[src/rtl/rs_enc_parity_gen_pkg.sv]
// Shared RS(32,28) constants over GF(256), primitive polynomial 0x11D,
// plus the encoder state type and a constant-multiply helper.
package rs_pkg;

  localparam int unsigned RS_N    = 32;
  localparam int unsigned RS_K    = 28;
  localparam int unsigned RS_NPAR = 4;

  localparam logic [8:0] RS_PRIM_POLY = 9'h11D;

  // g(x) = x^4 + G3 x^3 + G2 x^2 + G1 x + G0, roots alpha^0..alpha^3
  localparam logic [7:0] RS_G0 = 8'h40;
  localparam logic [7:0] RS_G1 = 8'h78;
  localparam logic [7:0] RS_G2 = 8'h36;
  localparam logic [7:0] RS_G3 = 8'h0F;

  typedef enum logic {
    DATA   = 1'b0,
    PARITY = 1'b1
  } rs_enc_state_e;

  function automatic logic [7:0] gf_mul(input logic [7:0] a, input logic [7:0] b);
    logic [7:0] acc;
    logic [7:0] x;
    logic [7:0] bb;
    acc = '0;
    x   = a;
    bb  = b;
    for (int unsigned i = 0; i < 8; i++) begin
      if (bb[0]) acc = acc ^ x;
      x  = x[7] ? ((x << 1) ^ RS_PRIM_POLY[7:0]) : (x << 1);
      bb = bb >> 1;
    end
    return acc;
  endfunction

endpackage

[src/rtl/rs_enc_parity_gen_gf256.sv]
// GF(256) building blocks: constant multiplier and adder (XOR).
module gf256_mult
  import rs_pkg::*;
#(
  parameter logic [7:0] B = 8'h01
) (
  input  logic [7:0] a_i,
  output logic [7:0] p_o
);

  assign p_o = gf_mul(a_i, B);

endmodule

module gf256_sum (
  input  logic [7:0] a_i,
  input  logic [7:0] b_i,
  output logic [7:0] s_o
);

  assign s_o = a_i ^ b_i;

endmodule

[src/rtl/rs_enc_parity_gen.sv]
// Systematic RS(32,28) encoder: passes K data bytes through, then emits the
// 4 parity bytes held in a generator-polynomial LFSR.
module rs_enc_parity_gen
  import rs_pkg::*;
#(
  parameter int unsigned K = RS_K
) (
  input  logic       i_clk,
  input  logic       i_res,
  input  logic [7:0] i_data,
  input  logic       i_valid,
  input  logic       i_sof,
  output logic       o_ready,
  output logic [7:0] o_data,
  output logic       o_valid,
  input  logic       i_ready,
  output logic       o_sof,
  output logic       o_par,
  output logic       o_eof,
  output logic       o_abort
);

  localparam logic [7:0] KM1       = 8'(K - 1);
  localparam logic [1:0] PCNT_LAST = 2'(RS_NPAR - 1);

  rs_enc_state_e state_q, state_d;
  logic [7:0]    cnt_q, cnt_d;
  logic [1:0]    pcnt_q, pcnt_d;
  logic [7:0]    p0_q, p0_d, p1_q, p1_d, p2_q, p2_d, p3_q, p3_d;
  logic [7:0]    data_q, data_d;
  logic          valid_q, valid_d;
  logic          sof_q, sof_d;
  logic          par_q, par_d;
  logic          eof_q, eof_d;
  logic          abort_q, abort_d;

  logic          can_load;
  logic          accept;
  logic          restart;
  logic [7:0]    cnt_eff;
  logic [7:0]    l0, l1, l2, l3;
  logic [7:0]    fb;
  logic [7:0]    m0, m1, m2, m3;
  logic [7:0]    n1, n2, n3;

  assign can_load = !valid_q | i_ready;
  assign o_ready  = (state_q == DATA) & can_load;
  assign accept   = i_valid & o_ready;
  // A mid-frame i_sof restarts the codeword: this byte is absorbed into a cleared LFSR.
  assign restart  = accept & i_sof & (cnt_q != '0);
  assign cnt_eff  = restart ? '0 : cnt_q;

  assign l0 = restart ? '0 : p0_q;
  assign l1 = restart ? '0 : p1_q;
  assign l2 = restart ? '0 : p2_q;
  assign l3 = restart ? '0 : p3_q;

  gf256_sum u_fb (.a_i(i_data), .b_i(l3), .s_o(fb));

  gf256_mult #(.B(RS_G0)) u_mul0 (.a_i(fb), .p_o(m0));
  gf256_mult #(.B(RS_G1)) u_mul1 (.a_i(fb), .p_o(m1));
  gf256_mult #(.B(RS_G2)) u_mul2 (.a_i(fb), .p_o(m2));
  gf256_mult #(.B(RS_G3)) u_mul3 (.a_i(fb), .p_o(m3));

  gf256_sum u_sum1 (.a_i(l0), .b_i(m1), .s_o(n1));
  gf256_sum u_sum2 (.a_i(l1), .b_i(m2), .s_o(n2));
  gf256_sum u_sum3 (.a_i(l2), .b_i(m3), .s_o(n3));

  always_comb begin
    state_d = state_q;
    cnt_d   = cnt_q;
    pcnt_d  = pcnt_q;
    p0_d    = p0_q;
    p1_d    = p1_q;
    p2_d    = p2_q;
    p3_d    = p3_q;
    data_d  = data_q;
    valid_d = valid_q;
    sof_d   = sof_q;
    par_d   = par_q;
    eof_d   = eof_q;
    abort_d = 1'b0;

    unique case (state_q)
      DATA: begin
        if (accept) begin
          data_d  = i_data;
          valid_d = 1'b1;
          sof_d   = (cnt_eff == '0);
          par_d   = 1'b0;
          eof_d   = 1'b0;
          abort_d = restart;
          p3_d    = n3;
          p2_d    = n2;
          p1_d    = n1;
          p0_d    = m0;
          if (cnt_eff == KM1) begin
            cnt_d   = '0;
            state_d = PARITY;
          end else begin
            cnt_d = cnt_eff + 8'd1;
          end
        end else if (valid_q && i_ready) begin
          valid_d = 1'b0;
        end
      end
      PARITY: begin
        if (can_load) begin
          data_d  = p3_q;
          valid_d = 1'b1;
          sof_d   = 1'b0;
          par_d   = 1'b1;
          eof_d   = (pcnt_q == PCNT_LAST);
          p3_d    = p2_q;
          p2_d    = p1_q;
          p1_d    = p0_q;
          p0_d    = '0;
          if (pcnt_q == PCNT_LAST) begin
            pcnt_d  = '0;
            state_d = DATA;
          end else begin
            pcnt_d = pcnt_q + 2'd1;
          end
        end
      end
      default: state_d = DATA;
    endcase
  end

  always_ff @(posedge i_clk) begin
    if (i_res) begin
      state_q <= DATA;
      cnt_q   <= '0;
      pcnt_q  <= '0;
      p0_q    <= '0;
      p1_q    <= '0;
      p2_q    <= '0;
      p3_q    <= '0;
      data_q  <= '0;
      valid_q <= 1'b0;
      sof_q   <= 1'b0;
      par_q   <= 1'b0;
      eof_q   <= 1'b0;
      abort_q <= 1'b0;
    end else begin
      state_q <= state_d;
      cnt_q   <= cnt_d;
      pcnt_q  <= pcnt_d;
      p0_q    <= p0_d;
      p1_q    <= p1_d;
      p2_q    <= p2_d;
      p3_q    <= p3_d;
      data_q  <= data_d;
      valid_q <= valid_d;
      sof_q   <= sof_d;
      par_q   <= par_d;
      eof_q   <= eof_d;
      abort_q <= abort_d;
    end
  end

  assign o_data  = data_q;
  assign o_valid = valid_q;
  assign o_sof   = sof_q;
  assign o_par   = par_q;
  assign o_eof   = eof_q;
  assign o_abort = abort_q;

endmodule
[config.mk]
export PLATFORM = sky130hd
export DESIGN_NAME = rs_enc_parity_gen
export DESIGN_NICKNAME = d
export VERILOG_FILES = /design/src/rtl/rs_enc_parity_gen_pkg.sv /design/src/rtl/rs_enc_parity_gen_gf256.sv /design/src/rtl/rs_enc_parity_gen.sv
export SDC_FILE = /design/constraint.sdc
export NUM_CORES = 1
export LEC_CHECK = 0
export CORE_MARGIN = 5
export CORE_UTILIZATION = 53
export CTS_BUF_LIST = sky130_fd_sc_hd__clkbuf_4 sky130_fd_sc_hd__clkbuf_8 sky130_fd_sc_hd__clkbuf_16
export CTS_CLUSTER_SIZE = 14
export DETAILED_ROUTE_END_ITERATION = 6
export PLACE_DENSITY = 0.76
export SKIP_LAST_GASP = 1
export SLEW_MARGIN = 30
export SYNTH_ARGS = -nofsm -noshare
export SYNTH_HDL_FRONTEND = slang
export SYNTH_SLANG_ARGS = --single-unit
export TNS_END_PERCENT = 100
[constraint.sdc]
create_clock -name i_clk -period 2.87 [get_ports i_clk]
set_input_delay 0.287 -clock i_clk [delete_from_list [all_inputs] [get_ports i_clk]]
set_output_delay 0.287 -clock i_clk [all_outputs]
set_load 0.03 [all_outputs]
==> key figures, run 1 <==
Outcome
  • Status: complete, but fails checks
  • Failing checks: setup timing

Floorplan
  • Die width: around 92 um
  • Die Y: between 90 and 100 um
  • # rows: 29
  • CORE AREA: about 0.0064 mm2
  • Initial core utilization: 0.554
  • Die ar.: between 0.008 and 0.009 mm2
  • # IOs: 27

Final layout
  • Post-route insts no fill: between 500 and 600
  • Area delta synth->final: 25.9%
  • Most frequent cells in the layout: nor2_1, dfxtp_1, buf_4
  • Layout cells sized above 1: 0.220
  • Commonest non-fill, non-tap cell in the layout: nor2_1
  • Core Util, Final: 0.697
  • Nets@finish: 479
  • Ant. Diodes: 0
  • Final instance area: roughly 0.0045 mm2

Critical path
  • Slowest-stage cell, CP: or4_4
  • Arrival @ worst endpoint: between 3 and 4 ns
  • Top delay family on crit path: XOR/XNOR gates
  • Worst Path Max Fanout: 6
  • Critical Path Max Stage Delay: 0.54 ns
  • CP Class: flip-flop to flip-flop
  • Startpoint types: flip-flop
  • Req. time, crit path: about 3.1 ns
  • Worst Setup End Kind: flip-flop
  • CP most frequent cell: buf_6
  • CP Buf/Inv Count: 2
  • CP cell instances: or4_4 > buf_6 > nor2b_4 > o21ai_2 > xor2_2 > buf_6 > xnor3_2 > xnor2_4 > a211o_1 > a311oi_2

Yosys
  • Synthesized area: around 0.0036 mm2
  • Cells after Synth: approximately 400
  • Compound-cell area share of the yosys netlist: 0.205
  • Post-synth EDFFs: 0
  • Synth area leaders: dfxtp_1, xor2_1, nor2_1
  • Top cell type's share of synthesized area: 0.315
  • Top FF cell, synth: dfxtp_1
  • Flops & latches, synth: 56
  • Largest family of logic cells by synthesized area: XOR/XNOR gates
  • Post-Synth Simple-Gate Area: 0.161
  • Post-Synth Adder-Cell Area: 0.0106
  • Net Count, Synth: 422
  • Synth Area in XOR/XNOR: 0.240
  • Synth async-reset ratio: 0
  • Netlist cell types: 52
  • Sequential share of the synthesized area: 0.315
  • Cell taking the most area after synthesis: dfxtp_1
  • Yosys Warn Count: 0
  • Avg Cell Area, Syn: between 8 and 9 um2
  • Mux cell area share after synthesis: 0.0281

Global route
  • Initial antenna violation count: 0
  • Total track usage: 0.214
  • GRT overflow: 0
  • First-pass GRT wire length: around 15,000 um
  • Largest net degree at the start of global routing: 63
  • Vias in the first global route: 3,008

Route
  • ANT nets after route: 0
  • First DRT Iteration DRCs: 207
  • DR pass1 iterations: 4
  • Routed wire length per instance: 17.0 um
  • DRC: 0
  • Via count: between 3,000 and 4,000
  • DR vias/cell: 5.85
  • Final wirelength: a little over 9000 um

Clock network
  • Skew-Pair Late Insertion Delay: around 0.31 ns
  • Clock sink total: 56
  • Hold-fix buffers, CTS: 0
  • CTS root buf: clkbuf_8
  • CTS tree: built
  • Bufs on Longest Clock Path: 2
  • Htree depth: 2
  • Total clock buffers created by CTS: 5
  • Reg clk slew, reported paths: ~0.10 ns

Power and ir drop
  • Pwr Total: just over 6000 uW
  • Leakage: between 0.0015 and 0.002 uW
  • Maximum vdd drop: 0.000847 V
  • Pwr dens: 1360 mW/mm2

STA
  • RSZ-0062 raised after global routing: true
  • F_max: ~350 MHz
  • Rel. slew slack: 0.485
  • Tcrit/Tclk final: 1.00
  • Clock skew: about 0.0075 ns
  • Fin crit period: between 2 and 3 ns
  • Fin. max-slew vios: 0
  • Hold Slack: 0.470 ns
  • Least-Margin Pin Slew: between 0.7 and 0.8 ns
  • Final setup violation count: 2
  • Hold Fails Final Rpt: 0
  • Fin worst setup slack: -0.0111 ns

Min path
  • HP Class: flip-flop to flip-flop

Placement
  • Placed cells: around 530
  • Area after DPL: between 0.004 and 0.005 mm2
  • DP Wirelength: roughly 6200 um
  • Final GP Congestion: around 0.86
  • Port bufs: 26

Run
  • Max-Cap Viols: 0
cell usage after synthesis, types with 3 or more instances:
| cell | instances |
|---|---|
| nor2_1 | 73 |
| dfxtp_1 | 56 |
| xor2_1 | 32 |
| nand2_1 | 26 |
| xnor2_1 | 23 |
| a211oi_1 | 22 |
| clkbuf_1 | 20 |
| a21oi_1 | 17 |
| a311oi_1 | 10 |
| mux2i_1 | 10 |
| o211ai_1 | 10 |
| o21ai_0 | 10 |
| a211o_1 | 9 |
| a22oi_1 | 9 |
| xnor3_1 | 8 |
| buf_1 | 7 |
| nor3_1 | 6 |
| nand3_1 | 5 |
| inv_1 | 4 |
| and3_1 | 3 |
| buf_2 | 3 |
| ha_1 | 3 |
per-layer routing:
metal / GRT usage / up-vias / part of all wire
li1: - / 1541 / -
met1: 0.281 / 1531 / 0.45
met2: 0.353 / 80 / 0.49
met3: 0.0401 / 15 / 0.044
met4: 0.0755 / 0 / 0.021
met5: 0 / - / 0
layout make-up:
cell class / count / area, um2
fillers: 481 / 1950
repair buffers: 81 / 708
well taps: 77 / 96.3
clock buffers: 8 / 97.6
flip-flops and latches: 56 / 1120
multi-input cells: 315 / 2430
inverters: 4 / 15.0
flip-flops by register name, summed over array words and instances, names as in the netlist, 2 cells and up:
register  flops
p0_q          8
p2_q          8
p3_q          8
p1_q          8
o_data        8
pcnt_q        2
cnt_q         8
metrics by stage:
step                      TNS [ns]  setup WS, ns
after floorplan                  0        0.0504
after global placement      -0.465        -0.125
after detailed placement    -0.877        -0.142
after CTS                  -0.0246       -0.0209
after global routing         -1.06        -0.107
final                      -0.0170       -0.0111
power breakdown:
| part | leakage [uW] | switching, uW | internal, uW |
|---|---|---|---|
| registers | 0.000463 | 209 | 979 |
| logic | 0.00129 | 1990 | 2450 |
| clock network | 0.0000523 | 255 | 217 |
worst reg2reg max path, cell delays in order, from the launching register on:
cell and delay, ns:
dfxtp_2 0.33, or4_4 0.54, buf_6 0.14, nor2b_4 0.21, o21ai_2 0.11, xor2_2 0.17, buf_6 0.15, xnor3_2 0.45
xnor2_4 0.17, a211o_1 0.26, a311oi_2 0.25
cells by family (layout without fill, tap and decap cells):
logic type | count (synthesis) | count (layout)
buf+inv | 35 | 93
mux | 10 | 10
compound gates | 101 | 101
fa+ha+maj | 3 | 3
flops | 56 | 56
xor+xnor | 72 | 72
simple gates | 129 | 129
worst paths after layout:
path	cells after the start	slack, ns	to	from
worst max-delay path	10	-0.01	p1_q[7]$_SDFFE_PP0P_	cnt_q[6]$_SDFFE_PP0P_
worst min-delay path	2	0.47	o_par$_SDFFE_PP0P_	o_par$_SDFFE_PP0P_
worst max register to register	10	-0.01	p1_q[7]$_SDFFE_PP0P_	cnt_q[6]$_SDFFE_PP0P_
worst min register to register	2	0.47	o_par$_SDFFE_PP0P_	o_par$_SDFFE_PP0P_
repair_timing:
item	4_1_cts	5_1_grt
setup buffers	1	4
gates resized for setup	3	23
pin swaps	2	28
endpoints found under the setup margin	8	14
(Power assumes the default switching activity.)
==> run 2, diff against run 1 <==
--- a/config.mk
+++ b/config.mk
@@ -11,6 +11,8 @@
 export CTS_CLUSTER_SIZE = 14
 export DETAILED_ROUTE_END_ITERATION = 6
 export PLACE_DENSITY = 0.76
+export RECOVER_POWER = 100
+export SETUP_SLACK_MARGIN = 0.1
 export SKIP_LAST_GASP = 1
 export SLEW_MARGIN = 30
 export SYNTH_ARGS = -nofsm -noshare
==> run 2 against run 1 <==
The run now ends clean. Via count is 1.9% higher. Largest power group unchanged. Final area is 0.39% lower. Non-clock buffer count is 1 lower. Wire length is 4.5% higher. Sequential power hardly changed. Utilization is 0.27 points lower. Total power is 1.5% higher. Flip-flop and latch count stayed put. Register-to-register slack better by 0.08 ns. Clock power hardly changed. Largest cell class unchanged. First-iteration DRC count is 61% higher.
==> key figures, run 2 (synthesis results as in run 1) <==
STA
  • Fin crit period: 2.80 ns (was 2.88 ns)
  • Rel. slew slack: 0.514 (was 0.485)
  • F_max: 357 MHz (was 347 MHz)
  • Hold Fails Final Rpt: 0 (unchanged)
  • Fin. max-slew vios: 0 (unchanged)
  • Clock skew: 0.0136 ns (was 0.00747 ns)
  • Tcrit/Tclk final: 0.976 (was 1.00)
  • Least-Margin Pin Slew: 0.729 ns (was 0.772 ns)
  • Fin worst setup slack: 0.0678 ns (was -0.0111 ns)
  • Final setup violation count: 0 (was 2)
  • Hold Slack: 0.462 ns (was 0.470 ns)
  • RSZ-0062 raised after global routing: true (unchanged)

Floorplan
  • Die Y: 91.9 um (unchanged)
  • # rows: 29 (unchanged)
  • Die ar.: 0.00845 mm2 (unchanged)
  • Die width: 91.9 um (unchanged)
  • Initial core utilization: 0.554 (unchanged)
  • CORE AREA: 0.00642 mm2 (unchanged)
  • # IOs: 27 (unchanged)

Final layout
  • Layout cells sized above 1: 0.207 (was 0.220)
  • Nets@finish: 478 (was 479)
  • Core Util, Final: 0.694 (was 0.697)
  • Final instance area: 0.00446 mm2 (was 0.00448 mm2)
  • Area delta synth->final: 25.4% (was 25.9%)
  • Ant. Diodes: 0 (unchanged)
  • Most frequent cells in the layout: nor2_1, dfxtp_1, buf_4 (unchanged)
  • Commonest non-fill, non-tap cell in the layout: nor2_1 (unchanged)

Placement
  • Port bufs: 26 (unchanged)
  • Final GP Congestion: 0.911 (was 0.864)
  • Setup slack at placement: -0.176 ns (was -0.142 ns)
  • Area after DPL: 0.00419 mm2 (about the same)
  • DP Wirelength: 6340 um (was 6240 um)

Clock network
  • Total clock buffers created by CTS: 5 (unchanged)
  • Bufs on Longest Clock Path: 2 (unchanged)
  • CTS root buf: clkbuf_8 (unchanged)
  • Reg clk slew, reported paths: 0.10 ns (about the same)
  • CTS tree: built (unchanged)
  • Clock sink total: 56 (unchanged)
  • Hold-fix buffers, CTS: 0 (unchanged)
  • Skew-Pair Late Insertion Delay: 0.31 ns (about the same)
  • Htree depth: 2 (unchanged)

Global route
  • Initial antenna violation count: 0 (unchanged)
  • Total track usage: 0.223 (was 0.214)
  • Largest net degree at the start of global routing: 54 (was 63)
  • Vias in the first global route: 2,998 (was 3,008)
  • First-pass GRT wire length: 15,100 um (was 14,700 um)
  • GRT overflow: 0 (unchanged)

Power and ir drop
  • Switching part of the total power: 0.413 (was 0.402)
  • NetSw: 2560 uW (was 2450 uW)
  • Sequential power share: 0.192 (was 0.195)
  • Maximum vdd drop: 0.000521 V (was 0.000847 V)
  • Comb pwr share: 0.731 (was 0.728)
  • Internal: 3630 uW (was 3650 uW)
  • Pwr dens: 1390 mW/mm2 (was 1360 mW/mm2)
  • Clock power share: 0.076 (was 0.077)
  • Leakage: 0.00180 uW (was 0.00181 uW)

Route
  • Final wirelength: 9630 um (was 9210 um)
  • Via count: 3,226 (was 3,167)
  • DR pass1 iterations: 6 (was 4)
  • DRC: 0 (unchanged)
  • Routed wire length per instance: 17.8 um (was 17.0 um)
  • ANT nets after route: 0 (unchanged)
  • DR vias/cell: 5.97 (was 5.85)
  • First DRT Iteration DRCs: 334 (was 207)

Critical path
  • Slowest-stage cell, CP: or4_4 (unchanged)
  • Critical Path End: p2_q[0]$_SDFFE_PP0P_ (was p1_q[7]$_SDFFE_PP0P_)
  • Startpoint types: flip-flop (unchanged)
  • Arrival @ worst endpoint: 3.01 ns (was 3.10 ns)
  • CP Class: flip-flop to flip-flop (unchanged)
  • Critical Path Max Stage Delay: 0.57 ns (was 0.54 ns)
  • Reg-to-reg endpoint: p2_q[0]$_SDFFE_PP0P_ (was p1_q[7]$_SDFFE_PP0P_)
  • Worst r2r src: cnt_q[5]$_SDFFE_PP0P_ (was cnt_q[6]$_SDFFE_PP0P_)
  • Worst R2R Setup Slack: 0.07 ns (was -0.01 ns)
  • CP Launch Point: cnt_q[5]$_SDFFE_PP0P_ (was cnt_q[6]$_SDFFE_PP0P_)
  • Req. time, crit path: 3.08 ns (was 3.09 ns)
  • Worst Setup End Kind: flip-flop (unchanged)
  • R2R depth: 10 (unchanged)
  • Worst Path Max Fanout: 5 (was 6)
  • CP most frequent cell: buf_4 (was buf_6)
  • CP cell instances: or4_4 > nor2b_4 > o21ai_0 > xor2_1 > buf_4 > buf_4 > xnor2_4 > xnor2_1 > a211o_1 > a311oi_1 (was or4_4 > buf_6 > nor2b_4 > o21ai_2 > xor2_2 > buf_6 > xnor3_2 > xnor2_4 > a211o_1 > a311oi_2)

Run
  • Max-Cap Viols: 0 (unchanged)

Outcome
  • Status: finished, final reports clean (was complete, but fails checks)

Min path
  • HP Class: flip-flop to flip-flop (unchanged)
  • Hold Crit Start: o_par$_SDFFE_PP0P_ (unchanged)
[run 2: worst min path at each step]
stage / end / slack, ns / depth (start not counted)
2_1_floorplan: o_valid$_SDFFE_PP0P_ / 0.41 / 2
3_3_place_gp: pcnt_q[1]$_SDFFE_PP0P_ / 0.45 / 2
3_5_place_dp: o_eof$_SDFFE_PP0P_ / 0.45 / 2
4_1_cts: pcnt_q[1]$_SDFFE_PP0P_ / 0.47 / 2
5_1_grt: o_par$_SDFFE_PP0P_ / 0.48 / 2
6_report: o_par$_SDFFE_PP0P_ / 0.46 / 2
[run 2: power groups by stage]
| stage | Combinational (uW) | Sequential [uW] | Clock [uW] |
|---|---|---|---|
| 2_1_floorplan | 2880 | 1120 | 0 |
| 3_3_place_gp | 3840 | 1190 | 0 |
| 3_5_place_dp | 3940 | 1200 | 0 |
| 4_1_cts | 4230 | 1180 | 481 |
| 5_1_grt | 4860 | 1210 | 517 |
| 6_report | 4530 | 1190 | 472 |
[run 2: critical path, delay by kind of cell, from the launching register on]
family                    cells  cell delay [ns]
and+or+nand+nor               2             0.79
AOI/OAI and AO/OA             3             0.75
xor gates and xnor gates      3             0.53
DFF                           1             0.32
buffers and inverters         2             0.32
[run 2: layout make-up]
type,instances,area (um2)
clock buffers,7,90.1
multi-input cells,315,2480
flip-flops and latches,56,1120
clock inverters,1,7.51
well taps,77,96.3
inverters,4,15.0
repair buffers,80,651
fillers,475,1960
[run 2: metrics by stage]
step | std cells | TNS, ns | total power [uW]
after floorplan | 406 | 0 | 4000
after global placement | 528 | -0.382 | 5030
after detailed placement | 528 | -0.993 | 5140
after CTS | 539 | 0 | 5890
after global routing | 540 | -0.0414 | 6590
final | 540 | 0 | 6190
[run 2: what timing repair did]
| action | 4_1_cts | 5_1_grt |
|---|---|---|
| pin swaps | 8 | 13 |
| setup buffers | 3 | 1 |
| resized for setup | 16 | 16 |
| setup endpoints to repair | 15 | 20 |
| cloned | 0 | 0 |
[run 2: metal layers]
metal	GRT usage	vias to the layer above	routed length, um
met3	0.0409	18	547
met2	0.386	117	4890
met4	0.0842	0	230
li1	-	1540	-
met1	0.276	1551	3960
met5	0	-	0
==> run 3, diff against run 2 <==
--- a/config.mk
+++ b/config.mk
@@ -10,7 +10,7 @@
 export CTS_BUF_LIST = sky130_fd_sc_hd__clkbuf_4 sky130_fd_sc_hd__clkbuf_8 sky130_fd_sc_hd__clkbuf_16
 export CTS_CLUSTER_SIZE = 14
 export DETAILED_ROUTE_END_ITERATION = 6
-export PLACE_DENSITY = 0.76
+export PLACE_DENSITY_LB_ADDON = 0.2
 export RECOVER_POWER = 100
 export SETUP_SLACK_MARGIN = 0.1
 export SKIP_LAST_GASP = 1
==> run 3 against run 2 <==
Setup slack better by 0.014 ns. Cell count grew 0.74%. Final area rose by 1.5%. Non-clock buffer count up 4. Die area stayed put. Via count shrank 0.96%. Global-route usage decreased by 0.69 points. Sequential power hardly changed. Total power up 0.75%. Register-to-register slack about the same. Utilization rose by 1.1 points. Combinational power decreased by 1%. Critical endpoint is now p1_q[0]$_SDFFE_PP0P_.
==> key figures, run 3 (synthesis results as in run 1) <==
Outcome
  • Status: finished, final reports clean (unchanged)

STA
  • F_max: 359 MHz (was 357 MHz)
  • Tcrit/Tclk final: 0.971 (was 0.976)
  • Hold Slack: 0.461 ns (was 0.462 ns)
  • Fin. max-slew vios: 0 (unchanged)
  • Rel. slew slack: 0.345 (was 0.514)
  • Final setup violation count: 0 (unchanged)
  • Clock skew: 0.00499 ns (was 0.0136 ns)
  • Hold Fails Final Rpt: 0 (unchanged)
  • RSZ-0062 raised after global routing: true (unchanged)
  • Fin crit period: 2.79 ns (was 2.80 ns)
  • Least-Margin Pin Slew: 0.982 ns (was 0.729 ns)

Power and ir drop
  • Sequential power share: 0.190 (was 0.192)
  • Pwr Total: 6230 uW (was 6190 uW)
  • NetSw: 2470 uW (was 2560 uW)
  • Leakage: 0.00184 uW (was 0.00180 uW)
  • Switching part of the total power: 0.396 (was 0.413)
  • Internal: 3770 uW (was 3630 uW)
  • Pwr dens: 1380 mW/mm2 (was 1390 mW/mm2)
  • Clock power share: 0.093 (was 0.076)
  • Comb pwr share: 0.717 (was 0.731)
  • Maximum vdd drop: 0.000849 V (was 0.000521 V)

Critical path
  • Startpoint types: flip-flop (unchanged)
  • Slowest-stage cell, CP: or4_4 (unchanged)
  • Req. time, crit path: 3.10 ns (was 3.08 ns)
  • CP cell instances: or4_4 > nor2b_4 > o21ai_2 > xor2_4 > buf_4 > xor2_1 > xnor3_1 > a211o_1 > a311oi_1 (was or4_4 > nor2b_4 > o21ai_0 > xor2_1 > buf_4 > buf_4 > xnor2_4 > xnor2_1 > a211o_1 > a311oi_1)
  • CP Buf/Inv Count: 1 (was 2)
  • Worst Path Max Fanout: 5 (unchanged)
  • Top delay family on crit path: XOR/XNOR gates (was simple AND/OR/NAND/NOR gates)
  • CP Class: flip-flop to flip-flop (unchanged)
  • Arrival @ worst endpoint: 3.02 ns (was 3.01 ns)
  • Critical Path Max Stage Delay: 0.57 ns (about the same)
  • Worst Setup End Kind: flip-flop (unchanged)

Final layout
  • Ant. Diodes: 0 (unchanged)
  • Area delta synth->final: 27.3% (was 25.4%)
  • Nets@finish: 482 (was 478)
  • Layout cells sized above 1: 0.214 (was 0.207)
  • Commonest non-fill, non-tap cell in the layout: nor2_1 (unchanged)
  • Most frequent cells in the layout: nor2_1, dfxtp_1, buf_4 (unchanged)
  • Core Util, Final: 0.705 (was 0.694)
  • Final instance area: 0.00453 mm2 (was 0.00446 mm2)

Global route
  • Met3 Track Usage GR: 0.0475 (was 0.0409)
  • Met1 usage: 0.288 (was 0.276)
  • Initial antenna violation count: 0 (unchanged)
  • Total track usage: 0.216 (was 0.223)
  • Vias in the first global route: 2,963 (was 2,998)
  • Largest net degree at the start of global routing: 63 (was 54)
  • GRT overflow: 0 (unchanged)
  • GRT Max-Usage Layer: met2 (unchanged)
  • M2 GR Usage: 0.350 (was 0.386)
  • First-pass GRT wire length: 14,800 um (was 15,100 um)

Route
  • First DRT Iteration DRCs: 214 (was 334)
  • DR pass1 iterations: 4 (was 6)
  • Final wirelength: 9300 um (was 9630 um)
  • DR vias/cell: 5.87 (was 5.97)
  • Via count: 3,195 (was 3,226)
  • Routed wire length per instance: 17.1 um (was 17.8 um)
  • DRC: 0 (unchanged)
  • ANT nets after route: 0 (unchanged)

Clock network
  • CTS tree: built (unchanged)
  • Clock sink total: 56 (unchanged)
  • Total clock buffers created by CTS: 5 (unchanged)
  • Bufs on Longest Clock Path: 2 (unchanged)
  • Hold-fix buffers, CTS: 0 (unchanged)
  • CTS root buf: clkbuf_8 (unchanged)
  • Reg clk slew, reported paths: 0.10 ns (about the same)
  • Htree depth: 2 (unchanged)
  • Skew-Pair Late Insertion Delay: 0.32 ns (was 0.31 ns)

Placement
  • DP Wirelength: 6080 um (was 6340 um)
  • Final GP Congestion: 0.854 (was 0.911)
  • Port bufs: 26 (unchanged)
  • Area after DPL: 0.00417 mm2 (was 0.00419 mm2)

Floorplan
  • # rows: 29 (unchanged)
  • # IOs: 27 (unchanged)
  • Initial core utilization: 0.554 (unchanged)
  • Die Y: 91.9 um (unchanged)
  • Die ar.: 0.00845 mm2 (unchanged)
  • CORE AREA: 0.00642 mm2 (unchanged)
  • Die width: 91.9 um (unchanged)

Min path
  • HP Class: flip-flop to flip-flop (unchanged)

Run
  • Max-Cap Viols: 0 (unchanged)
run 3: power by group through the flow:
stage          sequential [uW]  clock, uW  combinational, uW
2_1_floorplan             1120          0               2880
3_3_place_gp              1180          0               3800
3_5_place_dp              1200          0               3870
4_1_cts                   1180        584               4070
5_1_grt                   1210        622               4810
6_report                  1190        577               4470
run 3: cell type report:
cell class	instances	area [um2]
inverter	4	15.0
fill	499	1900
sequential	56	1120
clock buffer	7	96.3
tap	77	96.3
clock inverter	1	30.0
multi-input combinational	315	2450
timing repair buffer	84	719
run 3: worst reg2reg max path, cell delays in order (launching register included):
cell and delay (ns):
dfxtp_2 0.34, or4_4 0.57, nor2b_4 0.20, o21ai_2 0.11, xor2_4 0.18, buf_4 0.14
xor2_1 0.16, xnor3_1 0.47, a211o_1 0.29, a311oi_1 0.25
run 3: through the flow:
step / setup WS, ns / instances / setup TNS (ns)
2_1_floorplan: 0.0783 / 406 / 0
3_3_place_gp: -0.0782 / 524 / -0.206
3_5_place_dp: -0.0877 / 524 / -0.635
4_1_cts: 0.0923 / 535 / 0
5_1_grt: -0.0233 / 544 / -0.0795
6_report: 0.0821 / 544 / 0
run 3: routing by layer:
metal / up-vias / wire length, um
met2: 89 / 4480
met5: - / 0
met3: 14 / 584
li1: 1550 / -
met4: 0 / 125
met1: 1542 / 4120
run 3: path summary, 6_finish.rpt:
path                            cells past startpoint  slack, ns                    to                  start
worst max-delay path                                9       0.08  p1_q[0]$_SDFFE_PP0P_  cnt_q[2]$_SDFFE_PP0P_
worst min-delay path                                2       0.46    o_eof$_SDFFE_PP0P_     o_eof$_SDFFE_PP0P_
worst max register to register                      9       0.08  p1_q[0]$_SDFFE_PP0P_  cnt_q[2]$_SDFFE_PP0P_
worst min register to register                      2       0.46    o_eof$_SDFFE_PP0P_     o_eof$_SDFFE_PP0P_
run 3: repair_timing:
| item | CTS | global route |
|---|---|---|
| pin swaps | 2 | 16 |
| setup endpoints to repair | 11 | 17 |
| cloned | 0 | 0 |
| gates resized for setup | 8 | 22 |
| setup buffers | 3 | 9 |
